[src/rtl/bcd_pkg.sv]
// Shared constants for the BCD display path: seven-segment glyph table,
// dash glyph for non-BCD codes, and the clog2 used for select widths.
package bcd_pkg;

   localparam logic [6:0] DASH = 7'h40;

   // Bit order {g,f,e,d,c,b,a}, active-high; codes 10..15 render as a dash
   localparam logic [6:0] SEG_TABLE [16] = '{
      7'h3F, 7'h06, 7'h5B, 7'h4F, 7'h66, 7'h6D, 7'h7D, 7'h07,
      7'h7F, 7'h6F, DASH,  DASH,  DASH,  DASH,  DASH,  DASH
   };

   function automatic int clog2(input int value);
      int r;
      r = 0;
      while ((1 << r) < value) r = r + 1;
      return r;
   endfunction

endpackage

[src/rtl/bcd_to_7seg.sv]
// Combinational BCD nibble to active-high seven-segment pattern.
// Polarity is left to the instantiating scanner.
module bcd_to_7seg
   import bcd_pkg::*;
(
   input  logic [3:0] bcd,
   output logic [6:0] seg
);

   assign seg = SEG_TABLE[bcd];

endmodule

[src/rtl/bcd_display_scan.sv]
// Multiplexed seven-segment scanner: walks the counter's digits from the most
// significant down, samples each nibble after a guard cycle, and drives anodes.
module bcd_display_scan
   import bcd_pkg::*;
#(
   parameter  int N          = 3,
   parameter  int DWELL      = 50000,
   parameter  int BLANK_LZ   = 1,
   parameter  int ACTIVE_LOW = 1,
   localparam int SEL_W      = (clog2(N) < 1) ? 1 : clog2(N)
)(
   input  logic             clk,
   input  logic             rst,
   output logic [SEL_W-1:0] sel,
   input  logic [3:0]       dig_in,
   output logic [6:0]       seg,
   output logic [N-1:0]     an,
   output logic             frame
);

   localparam int               PRE_W    = (clog2(DWELL) < 1) ? 1 : clog2(DWELL);
   localparam logic [PRE_W-1:0] PRE_LAST = PRE_W'(DWELL - 1);
   localparam logic [SEL_W-1:0] IDX_LAST = SEL_W'(N - 1);
   localparam logic [N-1:0]     AN_OFF   = (ACTIVE_LOW != 0) ? {N{1'b1}} : {N{1'b0}};
   localparam logic [6:0]       SEG_OFF  = (ACTIVE_LOW != 0) ? 7'h7F : 7'h00;

   logic [PRE_W-1:0] pre_q, pre_d;
   logic [SEL_W-1:0] idx_q, idx_d;
   logic             lz_q, lz_d;
   logic [6:0]       seg_q, seg_d;
   logic [N-1:0]     an_q, an_d;

   logic [6:0]       dec_seg;
   logic [N-1:0]     one_hot;
   logic             wrap;
   logic             guard;
   logic             eff_lz;
   logic             dig_zero;
   logic             blank;

   bcd_to_7seg u_dec (
      .bcd (dig_in),
      .seg (dec_seg)
   );

   always_comb begin
      one_hot = '0;
      for (int i = 0; i < N; i++) begin
         one_hot[i] = (idx_q == SEL_W'(i));
      end
   end

   assign wrap     = (pre_q == PRE_LAST);
   assign guard    = (pre_q == '0);
   assign dig_zero = (dig_in == 4'd0);
   // The most significant digit always starts a fresh leading-zero run
   assign eff_lz   = (idx_q == IDX_LAST) ? 1'b1 : lz_q;
   assign blank    = (BLANK_LZ != 0) && (idx_q != '0) && eff_lz && dig_zero;

   always_comb begin
      pre_d = wrap ? '0 : pre_q + 1'b1;
      idx_d = idx_q;
      lz_d  = lz_q;
      seg_d = seg_q;
      an_d  = an_q;
      if (wrap) begin
         idx_d = (idx_q == '0) ? IDX_LAST : idx_q - 1'b1;
         // Dark anodes across the select change so the old segments never ghost
         an_d  = AN_OFF;
      end
      if (guard) begin
         seg_d = dec_seg ^ SEG_OFF;
         an_d  = blank ? AN_OFF : (one_hot ^ AN_OFF);
         lz_d  = eff_lz & dig_zero;
      end
   end

   always_ff @(posedge clk) begin
      if (rst) begin
         pre_q <= '0;
         idx_q <= IDX_LAST;
         lz_q  <= 1'b1;
         seg_q <= SEG_OFF;
         an_q  <= AN_OFF;
      end else begin
         pre_q <= pre_d;
         idx_q <= idx_d;
         lz_q  <= lz_d;
         seg_q <= seg_d;
         an_q  <= an_d;
      end
   end

   assign sel   = idx_q;
   assign seg   = seg_q;
   assign an    = an_q;
   assign frame = wrap && (idx_q == '0);

endmodule

[config.mk]
export PLATFORM = sky130hd
export DESIGN_NAME = bcd_display_scan
export DESIGN_NICKNAME = d
export VERILOG_FILES = /design/src/rtl/bcd_pkg.sv /design/src/rtl/bcd_to_7seg.sv /design/src/rtl/bcd_display_scan.sv
export SDC_FILE = /design/constraint.sdc
export NUM_CORES = 1
export LEC_CHECK = 0
export ABC_AREA = 1
export BUFFER_PORTS_ARGS = -buffer_cell sky130_fd_sc_hd__buf_2
export CAP_MARGIN = 20
export CORE_MARGIN = 1
export CORE_UTILIZATION = 58
export DETAILED_ROUTE_END_ITERATION = 7
export GPL_TIMING_DRIVEN = 0
export PLACE_DENSITY = 0.8
export SLEW_MARGIN = 20
export SYNTH_ARGS = -nofsm -noshare
export SYNTH_HDL_FRONTEND = slang
export SYNTH_HIERARCHICAL = 1
export SYNTH_SLANG_ARGS = --single-unit
[constraint.sdc]
create_clock -name clk -period 1.7 [get_ports clk]
set_input_delay 0.34 -clock clk [delete_from_list [all_inputs] [get_ports clk]]
set_output_delay 0.34 -clock clk [all_outputs]
set_load 0.005 [all_outputs]
# Yosys cells after proc, flatten, opt, wreduce, memory -nomap -nowiden
# Memory sizes are Yosys's and may differ from the RTL's.
# Cells that the tools add are included.
# totals
romBits	112
in_bits	6
word_cells	32
out_inout_bits	13
mem_count	1
ff_bits	29
# classes
n_reduce_logical	9
bitwise_logic	4
magnitude_cmp	1
mux	7
n_addsub	2
n_eq_ne	3
# mem_list
name	depth	word_bits	read_ports	rd_clocked_by_memory_dff	wr	line_no	source
(name not given)	16	7	1	0	0	bcd_to_7seg.sv:10	assign seg = SEG_TABLE[bcd];
# ops
operator	count
$add 16x1->16 const B	1
$eq 16x16->1 const B	1
$logic_not 16->1	1
$mux 7	2
$mux 3	3
$not 7->7	1
$ge 5x5->1 const B	1
$not 4->5	1
$logic_not 4->1	1
$reduce_bool 2->1	2
$logic_and 1x1->1	3
$not 3->3	1
$eq 2x1->1 const B	1
$eq 2x2->1 const B	1
$logic_not 2->1	1
$mux 2	1
$reduce_or 2->1	1
$sub 2x1->2 const B	1
$and 1x1->1	1
$mux 1	1

# Depth between registers and ports, before layout
# Gate-level depths: netlist of run 1.
# depth
ltp_word	6
depth_mapped	10
ltp_nobuf	10

# Modules after synthesis
# Netlist of run 1, hierarchy kept.
# modules_own_cells
module	area_each_um2	seq_area_each_um2	cells_per_inst	n_inst
bcd_display_scan	1540.2	580.6	225	1
bcd_to_7seg	192.7	0.0	36	1

# Worst setup path after synthesis of run 1
# No wires, ideal clock.
# synth_timing
path_kind	reg-to-output
startpoint	register pre_q[0]
endpoint	output port frame
arrival_ns	1.060
required_time_ns	1.360
setup_slack_ns	0.300
path_stages_with_launch	6
cell_sequence	dfxtp_1 -> ha_1 -> nand3_2 -> nor2_1 -> nand2_2 -> nor2_1
# synth_between
elab_chain_len	2
# synth_lines
item	line_no	source
start, declared	bcd_display_scan.sv:27	logic [PRE_W-1:0] pre_q, pre_d;
start signal, assigned	bcd_display_scan.sv:86	pre_q <= pre_d;
$eq 16x16->1	bcd_display_scan.sv:53	assign wrap = (pre_q == PRE_LAST);
$logic_and 1x1->1	bcd_display_scan.sv:97	assign frame = wrap && (idx_q == '0);
end, declared	bcd_display_scan.sv:18	output logic frame
# No other way between the ends.

# Final worst setup path of run 1
# Ends and elaborated chain as after synthesis.

==> results.py, run 1 <==
metrics = {
    "run_status": {
        "outcome": "completed",
    },
    "synthesis": {
        "ys_seq_area_frac": 0.3350,
        "synthDistinctLibCells": 26,
        "ys_ff_latch": 29,
        "postSynthCellCount": 261,
        "async_reset_ff_frac": 0,
        "synth_most_common_cell": "nand2_1",
        "syn-num-nets": 278,
        "synth_warnings": 6,
        "synth_area_per_cell_um2": 6.640,
        "synth_edf_count": 0,
        "synthTopCellsByArea": "dfxtp_1 (34%), nand2_1 (16%), nor2_1 (8.7%)",
        "syn_area_mm2": 0.001733,
        "yosys_most_used_dff": "dfxtp_1",
        "synthTopCellsByCount": "nand2_1 (75), nor2_1 (40), inv_1 (32)",
        "yosysTopAreaCellShare": 0.3350,
        "synth_top_area_cell": "dfxtp_1",
    },
    "timing": {
        "hold_viol": 0,
        "period_share": 0.9749,
        "maxSlewViolCount": 0,
        "fmax_mhz": 603.4,
        "tightest_slew_ns": 0.4248,
        "rsz0062_at_grt": "yes",
        "setup_viol": 0,
        "max-slew-margin-rel": 0.7168,
        "fin_crit_ns": 1.657,
        "fin_worst_skew_ns": 0.01195,
    },
    "clock_tree": {
        "clk_pin_slew_worst_paths_ns": 0.09,
        "cts_tree": "built",
        "cts_buffer_depth": 2,
        "htreeDepth": 2,
        "clock_latency_ns": 0.32,
        "cts_sinks": 29,
        "cts_buffers": 5,
        "cts-root-buf": "clkbuf_4",
        "postCtsHoldBufs": 0,
    },
    "critical_path": {
        "reg2reg_depth": 8,
        "worst_path_dominant_cell_family": "flip-flops",
        "crit_chain": "ha_4 -> nand3_4 -> nor2_4 -> nand2_4 -> nor2_1 -> buf_2",
        "cp.depth": 6,
        "reg2reg_setup_slack_ns": 0.16,
        "startpoint_type": "flop",
        "cp_data_required_time_ns": 1.36,
        "max_stage_delay_ns": 0.38,
        "crit_type": "flop to output pin",
        "crit_arrival_ns": 1.32,
        "r2r_start": "pre_q[0]",
        "crit_path_top_delay_cell": "dfxtp_4",
        "endpoint": "frame",
        "path_max_fanout": 4,
        "r2r_end": "pre_q[10]",
        "cp.buffers_inverters": 1,
        "worstSetupStartpoint": "pre_q[0]",
        "end_kind": "output pin",
    },
    "detailed_routing": {
        "vias": 1667,
        "ant_nets": 0,
        "routed_wirelength_mm": 3.918,
        "drc": 0,
        "drt_iter0_markers": 76,
        "viasPerCell": 5.145,
        "first_pass_iters": 4,
        "wl_per_cell_um": 12.09,
    },
    "global_routing": {
        "grt_max_degree": 11,
        "grt_overflow": 0,
        "track_usage": 0.2661,
        "grt_pass1_vias": 1485,
        "antenna_found_initial": 0,
        "grt_pass1_wl_mm": 6.610,
    },
    "placed_design": {
        "post_dp_cell_area_mm2": 0.001857,
        "routabilityCongestion": 0.8216,
        "dp_hpwl_mm": 2.580,
        "io_buffers": 17,
    },
    "layout": {
        "area_growth_pct": 19.78,
        "drive_above_1_share": 0.2423,
        "diodes": 0,
        "seqCellArea_um2": 604.3,
        "fin_nets": 310,
        "fill_cells": 234,
        "fin_area_mm2": 0.002076,
        "multi_input_area_mm2": 0.001056,
    },
    "floorplan": {
        "io-pin-count": 19,
        "dieHeight_um": 56.66,
        "core_area_mm2": 0.002805,
        "dieArea_mm2": 0.003210,
        "start_util": 0.6178,
        "die_x_um": 56.66,
        "num_rows": 19,
    },
    "power": {
        "irDropWorstVdd_mv": 0.3615,
        "total_power_mw": 1.358,
        "power_leakage_nw": 0.9716,
        "pwr_density_cell_mw_per_mm2": 654.2,
    },
    "flow_run": {
        "max_cap_viol_count": 0,
    },
    "hold_path": {
        "hold_path_class": "primary input to flop",
    },
}
==> per-stage QoR <==
step,TNS [ns],std cells,worst slack [ns],hold WS [ns],util
2_1_floorplan,0,261,0.3004,0.4299,-
4_1_cts,0,320,0.003083,0.4052,0.7168
3_3_place_gp,0,309,0.08984,0.4406,0.6619
5_1_grt,-0.01608,324,-0.01608,0.4282,0.7400
6_report,0,324,0.04269,0.4203,0.7400
3_5_place_dp,0,309,0.08616,0.4514,0.6619
==> flip-flops by register name, indices dropped and copies added (netlist names) <==
register	cells
pre_q	16
sel	2
an	3
seg	7
lz_q	1
==> how the worst min path moves through the flow <==
stage                        start  endpoint  slack [ns]  depth (start not counted)
after detailed placement  pre_q[0]  pre_q[0]        0.45                          1
after global placement    pre_q[0]  pre_q[0]        0.44                          1
after global routing           rst    sel[0]        0.43                          2
after CTS                      rst    sel[0]        0.41                          2
final                          rst    sel[0]        0.42                          2
after floorplan           pre_q[0]  pre_q[0]        0.43                          1
==> kinds of logic (layout without fill, tap and decap cells) <==
group | Yosys count | in the layout | synth area share
buf+inv | 39 | 71 | 0.1004
simple gates | 147 | 147 | 0.3625
compound gates | 30 | 30 | 0.09747
xor+xnor | 5 | 5 | 0.02527
fa+ha+maj | 11 | 11 | 0.07942
flops | 29 | 29 | 0.3350
==> report_power, final <==
group          internal [mW]  switching [mW]
sequential             0.711          0.0226
clock                  0.195           0.228
combinational         0.0842           0.117
==> area by class of cell <==
cell class | instances | share of cell area
Multi-Input combinational cell | 193 | 0.5087
Clock buffer | 7 | 0.02652
Tap cell | 31 | 0.01869
Buffer | 4 | 0.01989
Sequential cell | 29 | 0.2911
Timing Repair Buffer | 26 | 0.07354
Inverter | 34 | 0.06148
==> cells in the final DEF (no fill, tap or decap), types with 4 or more instances in the layout <==
cell      count
inv_1        31
dfxtp_2      10
xor2_1        4
buf_4         9
buf_2        17
nor2_1       36
nand3_1      14
dfxtp_1      16
ha_1         10
nand2_1      72
o21ai_0       9
nor2_4        7
a21oi_1      14
clkbuf_4      5
nand4_1       7
==> per-layer routing <==
layer | track usage | vias up | part of all wire
met2 | 0.4371 | 42 | 0.49
met4 | 0.08929 | 0 | 0.010
met5 | 0 | - | 0
li1 | - | 880 | -
met3 | 0.06221 | 4 | 0.047
met1 | 0.3415 | 741 | 0.45
==> repair_timing <==
| action | in CTS | in global routing |
|---|---|---|
| resized for setup | 22 | 15 |
| pin swaps | 4 | 6 |
| cloned | 0 | 0 |
| setup buffers | 4 | 5 |
| setup endpoints to repair | 1 | 1 |
Power figures use the tool's default switching activity.
==> run 2, diff against run 1 <==
--- a/config.mk
+++ b/config.mk
@@ -12,7 +12,7 @@
 export CORE_UTILIZATION = 58
 export DETAILED_ROUTE_END_ITERATION = 7
 export GPL_TIMING_DRIVEN = 0
-export PLACE_DENSITY = 0.8
+export PLACE_DENSITY = 0.79
 export SLEW_MARGIN = 20
 export SYNTH_ARGS = -nofsm -noshare
 export SYNTH_HDL_FRONTEND = slang
==> run 2 against run 1 <==
Worst hold slack worse by 0.030 ns. Worst setup slack worse by 0.021 ns. Register-to-register slack better by 0.07 ns. Flip-flop and latch count stayed put. Clock skew is 0.0046 ns lower. Clock power is 4% lower. Sequential share of layout area is 0.90 points higher. Critical path type unchanged. Critical endpoint unchanged. Largest power group unchanged. Highest routed layer unchanged.
==> results.py, run 2 (synthesis results as in run 1) <==
metrics = {
    "floorplan": {
        "num_rows": 19,
        "start_util": 0.6178,
        "core_area_mm2": 0.002805,
        "dieHeight_um": 56.66,
        "dieArea_mm2": 0.003210,
        "io-pin-count": 19,
        "die_x_um": 56.66,
    },
    "layout": {
        "stdcell_count": 320,
        "diodes": 0,
        "area_growth_pct": 16.68,
        "fill_cells": 247,
        "drive_above_1_share": 0.2249,
        "layout_common_cells": "nand2_1 (74), nor2_1 (36), inv_1 (31)",
        "fin_nets": 305,
        "final_common_cell": "nand2_1",
        "top_register": "pre_q",
        "largest_reg_flops": 16,
    },
    "clock_tree": {
        "cts_sinks": 29,
        "cts_buffer_depth": 2,
        "clk_pin_slew_worst_paths_ns": 0.10,
        "cts-root-buf": "clkbuf_4",
        "cts_tree": "built",
        "cts_buffers": 5,
        "clock_latency_ns": 0.34,
        "htreeDepth": 2,
        "postCtsHoldBufs": 0,
    },
    "critical_path": {
        "cp.buffers_inverters": 1,
        "max_stage_delay_ns": 0.36,
        "worst_path_dominant_cell_family": "simple AND/OR/NAND/NOR gates",
        "crit_path_top_delay_cell": "dfxtp_2",
        "reg2reg_setup_slack_ns": 0.23,
        "cp_data_required_time_ns": 1.36,
        "crit_chain": "nor2_2 -> nand2_2 -> nor2_4 -> nand2_4 -> nor2_1 -> buf_2",
        "path_max_fanout": 6,
        "crit_type": "flop to output pin",
        "startpoint_type": "flop",
        "crit_arrival_ns": 1.34,
        "end_kind": "output pin",
    },
    "timing": {
        "fmax_mhz": 595.9,
        "fin_crit_ns": 1.678,
        "setup_viol": 0,
        "hold_ws_ns": 0.3905,
        "hold_viol": 0,
        "tns_ns": 0,
        "maxSlewViolCount": 0,
        "tightest_slew_ns": 0.3988,
        "rsz0062_at_grt": "yes",
        "period_share": 0.9871,
        "max-slew-margin-rel": 0.7341,
        "fin_worst_skew_ns": 0.007302,
    },
    "detailed_routing": {
        "wl_per_cell_um": 11.28,
        "drt_iter0_markers": 61,
        "routed_wirelength_mm": 3.611,
        "ant_nets": 0,
        "drc": 0,
        "vias": 1660,
        "viasPerCell": 5.188,
        "first_pass_iters": 4,
    },
    "global_routing": {
        "grt_overflow": 0,
        "use_met3": 0.09217,
        "track_usage": 0.2485,
        "grt_pass1_vias": 1457,
        "grt_pass1_wl_mm": 6.016,
        "use_met1": 0.2865,
        "grt_busiest_layer": "met2",
        "grt_max_degree": 11,
        "antenna_found_initial": 0,
        "gr-usage-met2": 0.4014,
    },
    "placed_design": {
        "io_buffers": 17,
        "placed_cells": 309,
        "routabilityCongestion": 0.8832,
        "dp_hpwl_mm": 2.563,
    },
    "run_status": {
        "outcome": "completed",
    },
    "hold_path": {
        "hold_path_class": "primary input to flop",
    },
    "power": {
        "pwr_density_cell_mw_per_mm2": 660.2,
        "power_leakage_nw": 0.9470,
        "irDropWorstVdd_mv": 0.4229,
        "total_power_mw": 1.335,
    },
    "flow_run": {
        "max_cap_viol_count": 0,
    },
}
[run 2: cell types whose count changed in the layout (fill, tap and decap cells not counted)]
cell and delta:
buf_4 -5, clkbuf_8 -1, clkinv_2 +2, dfxtp_2 -1, dfxtp_4 +1, nand2_1 +2
nand2_2 -2, nor2_2 +2, nor2_4 -2
[run 2: through the flow]
stage	util	setup slack (ns)	cell area, um^2
after floorplan	-	0.3004	1733
after global placement	0.6619	0.06978	1857
after detailed placement	0.6619	0.06926	1857
after CTS	0.7141	0.0007361	2003
after global routing	0.7208	-0.04761	2022
final	0.7208	0.02187	2022
[run 2: final timing paths]
path | cells after the start | endpoint | from
max | 6 | frame | pre_q[10]
min | 2 | sel[0] | rst
max reg2reg | 8 | seg[1] | pre_q[0]
min reg2reg | 1 | pre_q[0] | pre_q[0]
[run 2: layout make-up]
cell class,instances,area (um^2),area share
multi-input combinational,193,1041,0.5149
sequential,29,606.8,0.3001
inverter,34,127.6,0.06312
timing repair buffer,21,115.1,0.05693
clock buffer,6,41.29,0.02042
buffer,4,41.29,0.02042
tap,31,38.79,0.01918
clock inverter,2,10.01,0.004950
[run 2: routing by layer]
metal,up-vias,part of all wire
met5,-,0
met4,0,0.017
met3,8,0.065
met2,43,0.46
met1,735,0.45
li1,874,-
[run 2: what timing repair did]
action / in CTS / in global routing
pin swaps: 6 / 2
cloned: 0 / 0
resized for setup: 23 / 11
buffers inserted: 3 / 1
setup endpoints to repair: 1 / 1
[run 2: power by group]
part | total, mW | switching (mW) | internal, mW
Combinational | 0.196 | 0.116 | 0.0800
Sequential | 0.734 | 0.0224 | 0.711
Clock | 0.406 | 0.249 | 0.157
Total | 1.33 | 0.387 | 0.948
[run 2: worst register-to-register path, delay by kind of cell, from the launching register on]
| family | cells | cell delay (ns) |
|---|---|---|
| flip-flops | 1 | 0.37 |
| AND/OR/NAND/NOR | 3 | 0.37 |
| buffers and inverters | 2 | 0.22 |
| AO/OA/AOI/OAI | 2 | 0.20 |
| adder cells (fa/ha/maj) | 1 | 0.19 |
==> run 3, diff against run 2 <==
--- a/config.mk
+++ b/config.mk
@@ -8,13 +8,14 @@
 export ABC_AREA = 1
 export BUFFER_PORTS_ARGS = -buffer_cell sky130_fd_sc_hd__buf_2
 export CAP_MARGIN = 20
+export CELL_PAD_IN_SITES_DETAIL_PLACEMENT = 1
+export CELL_PAD_IN_SITES_GLOBAL_PLACEMENT = 1
 export CORE_MARGIN = 1
-export CORE_UTILIZATION = 58
+export CORE_UTILIZATION = 42
 export DETAILED_ROUTE_END_ITERATION = 7
 export GPL_TIMING_DRIVEN = 0
-export PLACE_DENSITY = 0.79
+export PLACE_DENSITY_LB_ADDON = 0.1
 export SLEW_MARGIN = 20
 export SYNTH_ARGS = -nofsm -noshare
 export SYNTH_HDL_FRONTEND = slang
-export SYNTH_HIERARCHICAL = 1
 export SYNTH_SLANG_ARGS = --single-unit
==> run 3 against run 2 <==
Combinational power is 18% higher. Synthesized area is 0.94% lower. Critical endpoint unchanged. Flip-flop and latch count stayed put. Clock skew is 0.0017 ns higher. First-iteration DRC count is 15% higher. Register-to-register slack worse by 0.09 ns. Non-clock buffer count is 4 higher. Via count is 1.9% lower. Core utilization is 17 points lower.
==> results.py, run 3 <==
metrics = {
    "synthesis": {
        "ys_ff_latch": 29,
        "yosys_most_used_dff": "dfxtp_1",
        "ys_seq_area_frac": 0.3382,
        "synthDistinctLibCells": 30,
        "yosysTopAreaCellShare": 0.3382,
        "synth_most_common_cell": "nand2_1",
        "syn-num-nets": 258,
        "synthTopCellsByArea": "dfxtp_1 (34%), nand2_1 (15%), ha_1 (7.3%)",
        "synth_edf_count": 0,
        "syn_area_mm2": 0.001717,
        "synthTopCellsByCount": "nand2_1 (68), dfxtp_1 (29), nor2_1 (29)",
        "synth_area_per_cell_um2": 7.094,
        "synth_top_area_cell": "dfxtp_1",
        "postSynthCellCount": 242,
        "async_reset_ff_frac": 0,
        "synth_warnings": 0,
    },
    "run_status": {
        "outcome": "completed",
    },
    "timing": {
        "fin_crit_ns": 1.645,
        "rsz0062_at_grt": "yes",
        "hold_ws_ns": 0.2403,
        "period_share": 0.9676,
        "maxSlewViolCount": 0,
        "tightest_slew_ns": 0.5634,
        "fin_ws_ns": 0.05513,
        "setup_viol": 0,
        "hold_viol": 0,
        "max-slew-margin-rel": 0.6244,
        "fmax_mhz": 608.0,
        "fin_worst_skew_ns": 0.008991,
    },
    "clock_tree": {
        "clk_pin_slew_worst_paths_ns": 0.07,
        "cts-root-buf": "clkbuf_8",
        "htreeDepth": 2,
        "cts_buffers": 5,
        "clock_latency_ns": 0.29,
        "cts_buffer_depth": 2,
        "cts_sinks": 29,
        "cts_tree": "built",
        "postCtsHoldBufs": 0,
    },
    "hold_path": {
        "hold_path_class": "primary input to flop",
    },
    "detailed_routing": {
        "m1WireLength_mm": 2.200,
        "drc": 0,
        "wl_per_cell_um": 13.84,
        "vias": 1628,
        "routed_wirelength_mm": 4.470,
        "drt_iter0_markers": 70,
        "dr_wl_met2_mm": 2.089,
        "met3_length_um": 120,
        "ant_nets": 0,
        "viasPerCell": 5.040,
        "first_pass_iters": 6,
        "highest_layer": "met4",
    },
    "global_routing": {
        "grt_overflow": 0,
        "track_usage": 0.2313,
        "grt_pass1_wl_mm": 7.403,
        "grt_pass1_vias": 1585,
        "antenna_found_initial": 0,
        "grt_max_degree": 11,
    },
    "placed_design": {
        "placed_cells": 308,
        "post_dp_cell_area_mm2": 0.001867,
        "routabilityCongestion": 0.7570,
        "dp_hpwl_mm": 3.215,
        "dp_worst_setup_slack_ns": 0.01262,
        "io_buffers": 18,
    },
    "layout": {
        "final_common_cell": "nand2_1",
        "top_register": "pre_q",
        "fin_nets": 290,
        "area_growth_pct": 21.36,
        "drive_above_1_share": 0.2909,
        "largest_reg_flops": 16,
        "fin_area_mm2": 0.002083,
        "layout_common_cells": "nand2_1 (64), nor2_1 (24), inv_1 (23)",
        "stdcell_count": 323,
        "diodes": 0,
    },
    "critical_path": {
        "crit_type": "flop to output pin",
        "cp_data_required_time_ns": 1.36,
        "crit_arrival_ns": 1.30,
        "path_max_fanout": 2,
        "end_kind": "output pin",
        "startpoint_type": "flop",
    },
    "floorplan": {
        "dieHeight_um": 65.93,
        "dieArea_mm2": 0.004347,
        "io-pin-count": 19,
        "start_util": 0.4519,
        "num_rows": 22,
        "die_x_um": 65.93,
        "core_area_mm2": 0.003799,
    },
    "power": {
        "pwr_density_cell_mw_per_mm2": 730.8,
        "irDropWorstVdd_mv": 0.5372,
        "power_leakage_nw": 0.9612,
        "total_power_mw": 1.522,
    },
    "flow_run": {
        "max_cap_viol_count": 0,
    },
}
-- run 3: metal layers --
| metal | GRT usage | vias to the layer above |
|---|---|---|
| li1 | - | 835 |
| met1 | 0.2942 | 764 |
| met2 | 0.3852 | 22 |
| met3 | 0.04655 | 7 |
| met4 | 0.07979 | 0 |
| met5 | 0 | - |
-- run 3: timing repair --
action,CTS,global route
pin swaps,2,2
resized for setup,16,12
setup endpoints to repair,1,5
buffers inserted,5,3
-- run 3: logic make-up (layout without fill, tap and decap cells) --
kind of cell	count (synthesis)	in the layout	synth area share
compound gates	23	23	0.08965
xor+xnor	5	5	0.02551
flops	29	29	0.3382
simple gates	145	145	0.3936
buf+inv	30	63	0.08017
fa+ha+maj	10	10	0.07289
-- run 3: stage by stage --
| step | setup TNS, ns | utilization |
|---|---|---|
| 6_report | 0 | 0.5484 |
| 5_1_grt | -0.06582 | 0.5484 |
| 4_1_cts | 0 | 0.5366 |
| 3_5_place_dp | 0 | 0.4914 |
| 3_3_place_gp | 0 | 0.4914 |
| 2_1_floorplan | 0 | - |
-- run 3: power breakdown --
part           leakage [nW]  switching (mW)  internal (mW)  total [mW]
Sequential            0.241          0.0219          0.713       0.735
Combinational         0.675           0.135         0.0962       0.231
Clock                0.0450           0.273          0.283       0.556
Total                 0.961           0.430           1.09        1.52
-- run 3: final timing paths --
path,from,endpoint,slack [ns],depth (start not counted)
worst min-delay path,rst,sel[0],0.24,2
worst max register to register,pre_q[0],an[1],0.14,12
worst max-delay path,pre_q[0],frame,0.06,8
worst min register to register,seg[0],seg[0],0.45,2
-- run 3: critical path: stages, from the launching register on --
cell and delay, ns:
dfxtp_2 0.35, ha_4 0.15, nand2_4 0.06, inv_4 0.07, nand2_4 0.06, nor2_4 0.10
nand2_4 0.06, nor2_2 0.06, buf_2 0.11
-- run 3: layout make-up --
type | count | area, um^2
Tap cell | 48 | 60.06
Inverter | 26 | 102.6
Clock buffer | 6 | 72.57
Sequential cell | 29 | 594.3
Timing Repair Buffer | 26 | 150.1
Buffer | 3 | 35.03
Multi-Input combinational cell | 183 | 1059
Clock inverter | 2 | 10.01
Fill cell | 503 | 1715
